<file path="src/rtl/adt7311_poller.sv">
`default_nettype none
// +----------------------------------------------------------------------------+
// | adt7311_poller: SPI mode-3 master that resyncs the ADT7311 and polls TEMP.  |
// | Rev 1.0                                                                     |
// +----------------------------------------------------------------------------+
module adt7311_poller #(
  parameter int unsigned       POLLDIV = 12_000_000,
  parameter logic signed [12:0] OTLIMIT = 13'sd1280
) (
  input  logic        MCLK,
  input  logic        RST,
  output logic        nTEMPCS,
  output logic        TEMPCLK,
  output logic        TEMPMOSI,
  input  logic        TEMPMISO,
  output logic [12:0] TEMP,
  output logic        TEMPSTB,
  output logic        TEMPVALID,
  output logic        OVERTEMP,
  output logic        SENSORERR
);

  localparam int          CW       = (POLLDIV > 1) ? $clog2(POLLDIV) : 1;
  localparam logic [3:0]  SUB_LAST = 4'd11;
  localparam logic [3:0]  SUB_PRE  = 4'd15;
  localparam logic [7:0]  CMD_RD   = 8'h50;

  typedef enum logic [2:0] {
    S_SYNC   = 3'd0,
    S_WAIT   = 3'd1,
    S_CMD    = 3'd2,
    S_DATA   = 3'd3,
    S_UPDATE = 3'd4
  } state_t;

  state_t        state_q, state_d;
  logic [5:0]    slot_q, slot_d;
  logic [3:0]    sub_q, sub_d;
  logic [CW-1:0] wcnt_q, wcnt_d;
  logic [15:0]   shift_q, shift_d;
  logic          ncs_q, ncs_d;
  logic          sclk_q, sclk_d;
  logic          mosi_q, mosi_d;
  logic [12:0]   temp_q, temp_d;
  logic          stb_q, stb_d;
  logic          valid_q, valid_d;
  logic          ot_q, ot_d;
  logic          err_q, err_d;

  logic [5:0]    last_slot;
  logic          in_frame;
  logic          is_bit;
  logic          bit_val;
  logic [2:0]    cmd_idx;

  always_ff @(posedge MCLK or posedge RST) begin
    if (RST) begin
      state_q <= S_SYNC;
      slot_q  <= 6'd0;
      sub_q   <= SUB_PRE;
      wcnt_q  <= '0;
      shift_q <= 16'h0000;
      ncs_q   <= 1'b1;
      sclk_q  <= 1'b1;
      mosi_q  <= 1'b1;
      temp_q  <= 13'h0000;
      stb_q   <= 1'b0;
      valid_q <= 1'b0;
      ot_q    <= 1'b0;
      err_q   <= 1'b0;
    end else begin
      state_q <= state_d;
      slot_q  <= slot_d;
      sub_q   <= sub_d;
      wcnt_q  <= wcnt_d;
      shift_q <= shift_d;
      ncs_q   <= ncs_d;
      sclk_q  <= sclk_d;
      mosi_q  <= mosi_d;
      temp_q  <= temp_d;
      stb_q   <= stb_d;
      valid_q <= valid_d;
      ot_q    <= ot_d;
      err_q   <= err_d;
    end
  end

  always_comb begin
    state_d   = state_q;
    slot_d    = slot_q;
    sub_d     = sub_q;
    wcnt_d    = wcnt_q;
    shift_d   = shift_q;
    mosi_d    = mosi_q;
    temp_d    = temp_q;
    stb_d     = 1'b0;
    valid_d   = valid_q;
    ot_d      = ot_q;
    err_d     = err_q;
    last_slot = 6'd0;
    in_frame  = 1'b0;
    is_bit    = 1'b0;
    bit_val   = 1'b0;
    cmd_idx   = 3'd0;

    // Frames are 12-cycle slots: setup slot, bit slots, hold slot.
    case (state_q)
      S_SYNC:  last_slot = 6'd33;
      S_CMD:   last_slot = 6'd8;
      S_DATA:  last_slot = 6'd16;
      default: last_slot = 6'd0;
    endcase

    case (state_q)
      S_WAIT: begin
        if (wcnt_q == CW'(POLLDIV - 1)) begin
          state_d = S_CMD;
          wcnt_d  = '0;
          slot_d  = 6'd0;
          sub_d   = 4'd0;
        end else begin
          wcnt_d = wcnt_q + 1'b1;
        end
      end
      S_UPDATE: begin
        state_d = S_WAIT;
        wcnt_d  = '0;
      end
      default: begin
        // SUB_PRE marks the single idle cycle right after reset release.
        if (sub_q == SUB_PRE) begin
          sub_d = 4'd0;
        end else if (sub_q == SUB_LAST) begin
          sub_d = 4'd0;
          if (slot_q == last_slot) begin
            slot_d = 6'd0;
            wcnt_d = '0;
            case (state_q)
              S_SYNC:  state_d = S_WAIT;
              S_CMD:   state_d = S_DATA;
              default: state_d = S_UPDATE;
            endcase
          end else begin
            slot_d = slot_q + 6'd1;
          end
        end else begin
          sub_d = sub_q + 4'd1;
        end
      end
    endcase

    // Pin values are derived from the next state so they register alongside it.
    in_frame = ((state_d == S_SYNC) || (state_d == S_CMD) || (state_d == S_DATA))
               && (sub_d != SUB_PRE);
    is_bit   = ((state_d == S_SYNC) && (slot_d >= 6'd1) && (slot_d <= 6'd32)) ||
               ((state_d == S_CMD)  && (slot_d >= 6'd1) && (slot_d <= 6'd8))  ||
               ((state_d == S_DATA) && (slot_d <= 6'd15));
    cmd_idx  = 3'(4'd8 - slot_d[3:0]);

    case (state_d)
      S_SYNC:  bit_val = 1'b1;
      S_CMD:   bit_val = CMD_RD[cmd_idx];
      default: bit_val = 1'b0;
    endcase

    ncs_d  = ~in_frame;
    sclk_d = ~(is_bit && (sub_d < 4'd6));

    if (!in_frame) begin
      mosi_d = 1'b1;
    end else if (is_bit && (sub_d == 4'd0)) begin
      mosi_d = bit_val;
    end

    if ((state_d == S_DATA) && is_bit && (sub_d == 4'd6)) begin
      shift_d = {shift_q[14:0], TEMPMISO};
    end

    if (state_d == S_UPDATE) begin
      stb_d = 1'b1;
      if ((shift_q == 16'hFFFF) || (shift_q == 16'h0000)) begin
        err_d = 1'b1;
      end else begin
        temp_d  = shift_q[15:3];
        err_d   = 1'b0;
        valid_d = 1'b1;
        ot_d    = ($signed(shift_q[15:3]) >= OTLIMIT);
      end
    end
  end

  assign nTEMPCS   = ncs_q;
  assign TEMPCLK   = sclk_q;
  assign TEMPMOSI  = mosi_q;
  assign TEMP      = temp_q;
  assign TEMPSTB   = stb_q;
  assign TEMPVALID = valid_q;
  assign OVERTEMP  = ot_q;
  assign SENSORERR = err_q;

endmodule
`default_nettype wire

</file>
<file path="config.mk">
export PLATFORM = sky130hd
export DESIGN_NAME = adt7311_poller
export DESIGN_NICKNAME = d
export VERILOG_FILES = /design/src/rtl/adt7311_poller.sv
export SDC_FILE = /design/constraint.sdc
export NUM_CORES = 1
export LEC_CHECK = 0
export CELL_PAD_IN_SITES_DETAIL_PLACEMENT = 0
export CELL_PAD_IN_SITES_GLOBAL_PLACEMENT = 2
export CORE_ASPECT_RATIO = 1.25
export CORE_MARGIN = 1
export CORE_UTILIZATION = 31
export DETAILED_ROUTE_END_ITERATION = 6
export HOLD_SLACK_MARGIN = 0.06
export PLACE_DENSITY_LB_ADDON = 0.1
export SLEW_MARGIN = 10
export SYNTH_ARGS = -nofsm -noshare
export SYNTH_HDL_FRONTEND = slang
export SYNTH_SLANG_ARGS = --single-unit
</file>
<file path="constraint.sdc">
create_clock -name MCLK -period 4.7 [get_ports MCLK]
set_input_delay 0.705 -clock MCLK [delete_from_list [all_inputs] [get_ports MCLK]]
set_output_delay 0.705 -clock MCLK [all_outputs]
set_load 0.1 [all_outputs]
</file>
---- After elaboration in Yosys (flattened, before gate mapping) ----
Memories as Yosys holds them, arrays and structs flattened.
Cells that the tools add are included.
Widths: inputs -> output; s select.
storage, ports and cells
  ROM bits ................................ 8
  logic and storage cells ................. 94
  flip-flop bits (word level) ............. 73
  memories kept ........................... 1
memory list
  memory           words  width  rd ports  clocked after Yosys merged registers in  write ports  RTL line  RTL
  (no name shown)  8      1      1         0                                        0            162       S_CMD: bit_val = CMD_RD[cmd_idx];
operators by class
  bitwise logic cells ..................... 3
  multiplexer cells ....................... 27
  equality and inequality tests ........... 16
  reduce and logical (&&, ||, !) cells .... 23
  $lt $le $gt $ge ......................... 7
  add/sub/neg operators ................... 4
operators by type and width
  cell                   count
  $mux 24                4
  $pmux 24 s2            1
  $add 24x1->24 const B  1
  $eq 24x24->1 const B   1
  $mux 6                 4
  $pmux 6 s3             1
  $eq 16x16->1 const B   1
  $logic_not 16->1       1
  $ge 13x12->1 const B   1
  $eq 3x2->1 const B     4
  $le 6x4->1 const B     2
  $mux 3                 4
  $mux 4                 3
  $pmux 3 s2             2
  $pmux 6 s2             1
  $logic_and 1x1->1      10
  $eq 4x4->1 const B     2
  $pmux 4 s2             1
  $add 6x1->6 const B    1
  $eq 3x3->1 const B     2
  $eq 6x6->1             1
  $ge 6x1->1 const B     1
  $le 6x6->1 const B     1
  $logic_not 3->1        2
  other kinds (17)       28

---- Longest topological paths before layout ----
  depth after elaboration ................. 15
  mapped depth ............................ 13
  depth with buffers taken out ............ 11

---- Worst setup path after synthesis ----
Ideal clock, no wire load.
  path kind ............................... register to register
  start point ............................. register wcnt_q[10]
  end point ............................... register shift_q[0]
  library setup time ...................... 0.125 ns
  stages on the path, launching flop included .. 12
  clock period less this slack ............ 3.598 ns
  setup slack ............................. 1.102 ns
  required time ........................... 4.575 ns
  buffers on the path ..................... 1
  data arrival time ....................... 3.473 ns
  cells stage by stage .................... dfrtp_1 > or4b_4 > nor4_4 > a31oi_4 > o31ai_1 > o31a_2 > inv_2 > or4_4 > mux2i_2 > o2111ai_4 > buf_6 > mux2_4
between the ends
  longest elaborated chain between the ends .. 10
  elaborated cells on any way between the ends .. 24
RTL lines
  element                                                   RTL line  RTL
  start, declared                                           39        logic [CW-1:0] wcnt_q, wcnt_d;
  start signal, assigned                                    75        wcnt_q <= wcnt_d;
  $eq 24x24->1 (*)                                          116       if (wcnt_q == CW'(POLLDIV - 1)) begin
  $mux 6 or $mux 3 (tied branches)                          116
  $pmux 6 s2 or $pmux 3 s2 (tied branches)                  114       case (state_q)
  $ge 6x1->1 (tied with other cells)                        155, 156
  $logic_and 1x1->1, on equally long branches (2 in a row)  155, 156
  $logic_or 1x1->1                                          155       is_bit = ((state_d == S_SYNC) && (slot_d >= 6'd1) && (slot_d <= 6'd32)) ||
  $logic_or 1x1->1                                          156       ((state_d == S_CMD) && (slot_d >= 6'd1) && (slot_d <= 6'd8)) ||
  $logic_and 1x1->1                                         175       if ((state_d == S_DATA) && is_bit && (sub_d == 4'd6)) begin
  $logic_and 1x1->1 (*)                                     175
  end signal, assigned                                      76        shift_q <= shift_d;
  end, declared                                             40        logic [15:0] shift_q, shift_d;
Mark *: on every way between the ends. The rest lies on a longest branch, timed or not.
A chain may end at the register's enable or synchronous reset.

---- Final worst setup path ----
  start point ............................. register wcnt_q[10]
  end point ............................... register shift_q[12]
Same word-level chain as after synthesis.

==> results.cfg <==
[timing]
max_freq_mhz = 247
period_needed_ps = 4040
skew_ps = 8.00
fin_ws_ps = 656
grt_setup_unrepaired = no
final-setup-viol-count = 0
finalCritPeriodShare = 0.860
relSlewSlack = 0.327
final_max_slew_viol_count = 0
worstMarginPinSlew_ps = 1010
finalHoldViolations = 0
final.setup.tns_ps = 0

[min_path]
hold_depth = 1
hold_path.class = reg -> reg
hold_end = TEMPVALID$_DFFE_PP0P_
hold_start = TEMPVALID$_DFFE_PP0P_

[clocking]
cts_root_buffer = clkbuf_16
cts_sinks = 73
cts_max_path_buffers = 2
post_cts_resized = 0
clock_latency_ps = 340
numCtsBuffers = 9
post_cts_buffers = 0
clk_pin_slew_ps = 60
h-tree-depth = 3
holdBufCountCts = 0
cts_tree = done

[global_route]
grt_pass1_wl_um = 16300
track_usage = 0.164
grt_pass1_vias = 3114
overflow = 0
grt_max_degree = 39
antenna_found_initial = 0

[route]
antenna_left = 0
first_pass_iters = 4
routedWlPerCell_um = 16.6
vias = 2996
drt-initial-drc-count = 107
wirelength_um = 9540
via_per_inst = 5.22
drc_errors = 0

[floorplan]
io_pins = 23
chipHeight_um = 127
core_area_um2 = 12200
die_w_um = 102
rows = 45
start_util = 0.319
dieArea_um2 = 13000

[placed_design]
port_buffers = 22
place.gp.congestion = 0.774
pre_cts_slack_ps = 617
placed_area_um2 = 4300
place_hpwl_um = 6760

[logic_synthesis]
synth_cell_types = 62
ys_ff_latch = 73
synth_compound_area_frac = 0.145
syn-num-nets = 384
synthTopCellsByArea = dfrtp_1 43%, mux2_2 5.5%, dfstp_2 4.7%, mux2_4 3.9%, o21ai_0 3.6%
synth_edf_count = 0
synthArstFlopShare = 1.00
synth_mux_area_frac = 0.0973
synth_common_cells = 66 x dfrtp_1, 30 x nand2_1, 28 x o21ai_0
postSynthCellCount = 378
synth_top_area_cell = dfrtp_1
ys_seq_area_frac = 0.473
synth-main-ff-cell = dfrtp_1
yosys.area_share.simple = 0.214
avgSynthCellArea_um2 = 10.3
synth_most_common_cell = dfrtp_1
ys_warn_count = 0
synth_fa_ha_area_frac = 0.00966
synth_xor_xnor_area_share = 0.0361
syn_area_um2 = 3880
synth_top_family_by_area = simple AND/OR/NAND/NOR gates
synth.top_cell.area_share = 0.425

[critical_path]
r2r_start = wcnt_q[10]$_DFFE_PP0P_
path_max_fanout = 16
cp.arrival_ps = 4270
timing.rr.end = shift_q[12]$_DFFE_PP0P_
reg2reg_depth = 10
setup.worst_path.start_class = flop
startpoint = wcnt_q[10]$_DFFE_PP0P_
rrSetupSlack_ps = 660
worstPathRequired_ps = 4920
path_class = reg -> reg
worst_setup_path_end_kind = flop

[finish]
final_cell_area_um2 = 4610
antenna_cells = 0
postLayoutCoreUtil = 0.379
drive_gt1_frac = 0.180
synthToLayoutAreaGrowth_pct = 18.6
nNetsFinal = 411
fillCellCount = 1250

[pwr]
peakVddDrop_v = 0.000147
leakage_nw = 2.02
finalPower_mw = 1.35
p_per_area_nw_per_um2 = 294

[flow_run]
cap_viol_max_count = 0

[outcome]
status = finished, final reports clean
## worst max-delay path, stage by stage, from the launching register on
cell and delay, ps:
dfrtp_1 430, or4b_4 570, nor4_4 440, a31oi_4 180
o31ai_1 300, o31a_2 230, inv_2 40, or4_4 520
mux2i_2 200, o2111ai_4 600, mux2_2 400
## cell usage in the layout (no fill, tap or decap), drive strengths merged, types with 7 or more instances in the layout
master	synthesis	layout
a21oi	18	18
and3	9	9
buf	2	7
clkbuf	11	9
clkdlybuf4s50	0	22
dfrtp	66	66
dfstp	7	7
inv	11	13
mux2	29	29
nand2	30	30
nand3	24	24
nand4	7	7
nor2	26	26
nor3	10	10
nor4	10	10
o21ai	28	28
xnor2	7	7
xor2	9	9
## stage by stage
stage / std cells / hold slack, ps
floorplan: 378 / 462
global placement: 558 / 451
detailed placement: 558 / 461
CTS: 574 / 478
global route: 574 / 521
finish: 574 / 478
## state kept, by name, summed over array words and instances (netlist names)
name / cells
TEMPSTB: 1
nTEMPCS: 1
sub_q: 4
wcnt_q: 24
TEMPMOSI: 1
shift_q: 16
slot_q: 6
TEMP: 13
state_q: 3
SENSORERR: 1
OVERTEMP: 1
TEMPCLK: 1
TEMPVALID: 1
## metal layers
metal / vias to the layer above / routed length (um) / track usage
met5: - / 0 / 0
met1: 1494 / 4410 / 0.211
met4: 0 / 234 / 0.0748
met2: 30 / 4740 / 0.267
met3: 14 / 154 / 0.0284
li1: 1458 / - / -
## how the worst max path moves through the flow
| stage | slack [ps] | end |
|---|---|---|
| after global routing | 410 | shift_q[14]$_DFFE_PP0P_ |
| final | 660 | shift_q[12]$_DFFE_PP0P_ |
| after floorplan | 1100 | shift_q[0]$_DFFE_PP0P_ |
| after detailed placement | 620 | shift_q[12]$_DFFE_PP0P_ |
| after CTS | 610 | shift_q[9]$_DFFE_PP0P_ |
| after global placement | 690 | shift_q[11]$_DFFE_PP0P_ |
## power by group
part / internal (mW) / switching (mW) / total, mW / leakage [nW]
combinational: 0.00288 / 0.0133 / 0.0162 / 0.881
clock: 0.416 / 0.291 / 0.707 / 0.146
sequential: 0.629 / 0.000541 / 0.630 / 0.988
total: 1.05 / 0.305 / 1.35 / 2.02
## layout make-up
type                    instances  area (um2)  share of cell area
repair buffers                 29         273              0.0592
inverters                      11        41.3             0.00896
multi-input cells             281        1950               0.423
clock buffers                   9         225              0.0489
flip-flops and latches         73        1840               0.398
well taps                     164         205              0.0445
clock inverters                 7        77.6              0.0168
## logic make-up (layout without fill, tap and decap cells)
| family | after synthesis | count (layout) |
|---|---|---|
| AO/OA/AOI/OAI | 80 | 80 |
| XOR/XNOR | 16 | 16 |
| adder cells (fa/ha/maj) | 3 | 3 |
| buffers and inverters | 24 | 56 |
| flip-flops | 73 | 73 |
| multiplexers | 30 | 30 |
| AND/OR/NAND/NOR | 152 | 152 |
Note: power is estimated with default switching activity, not from simulation.
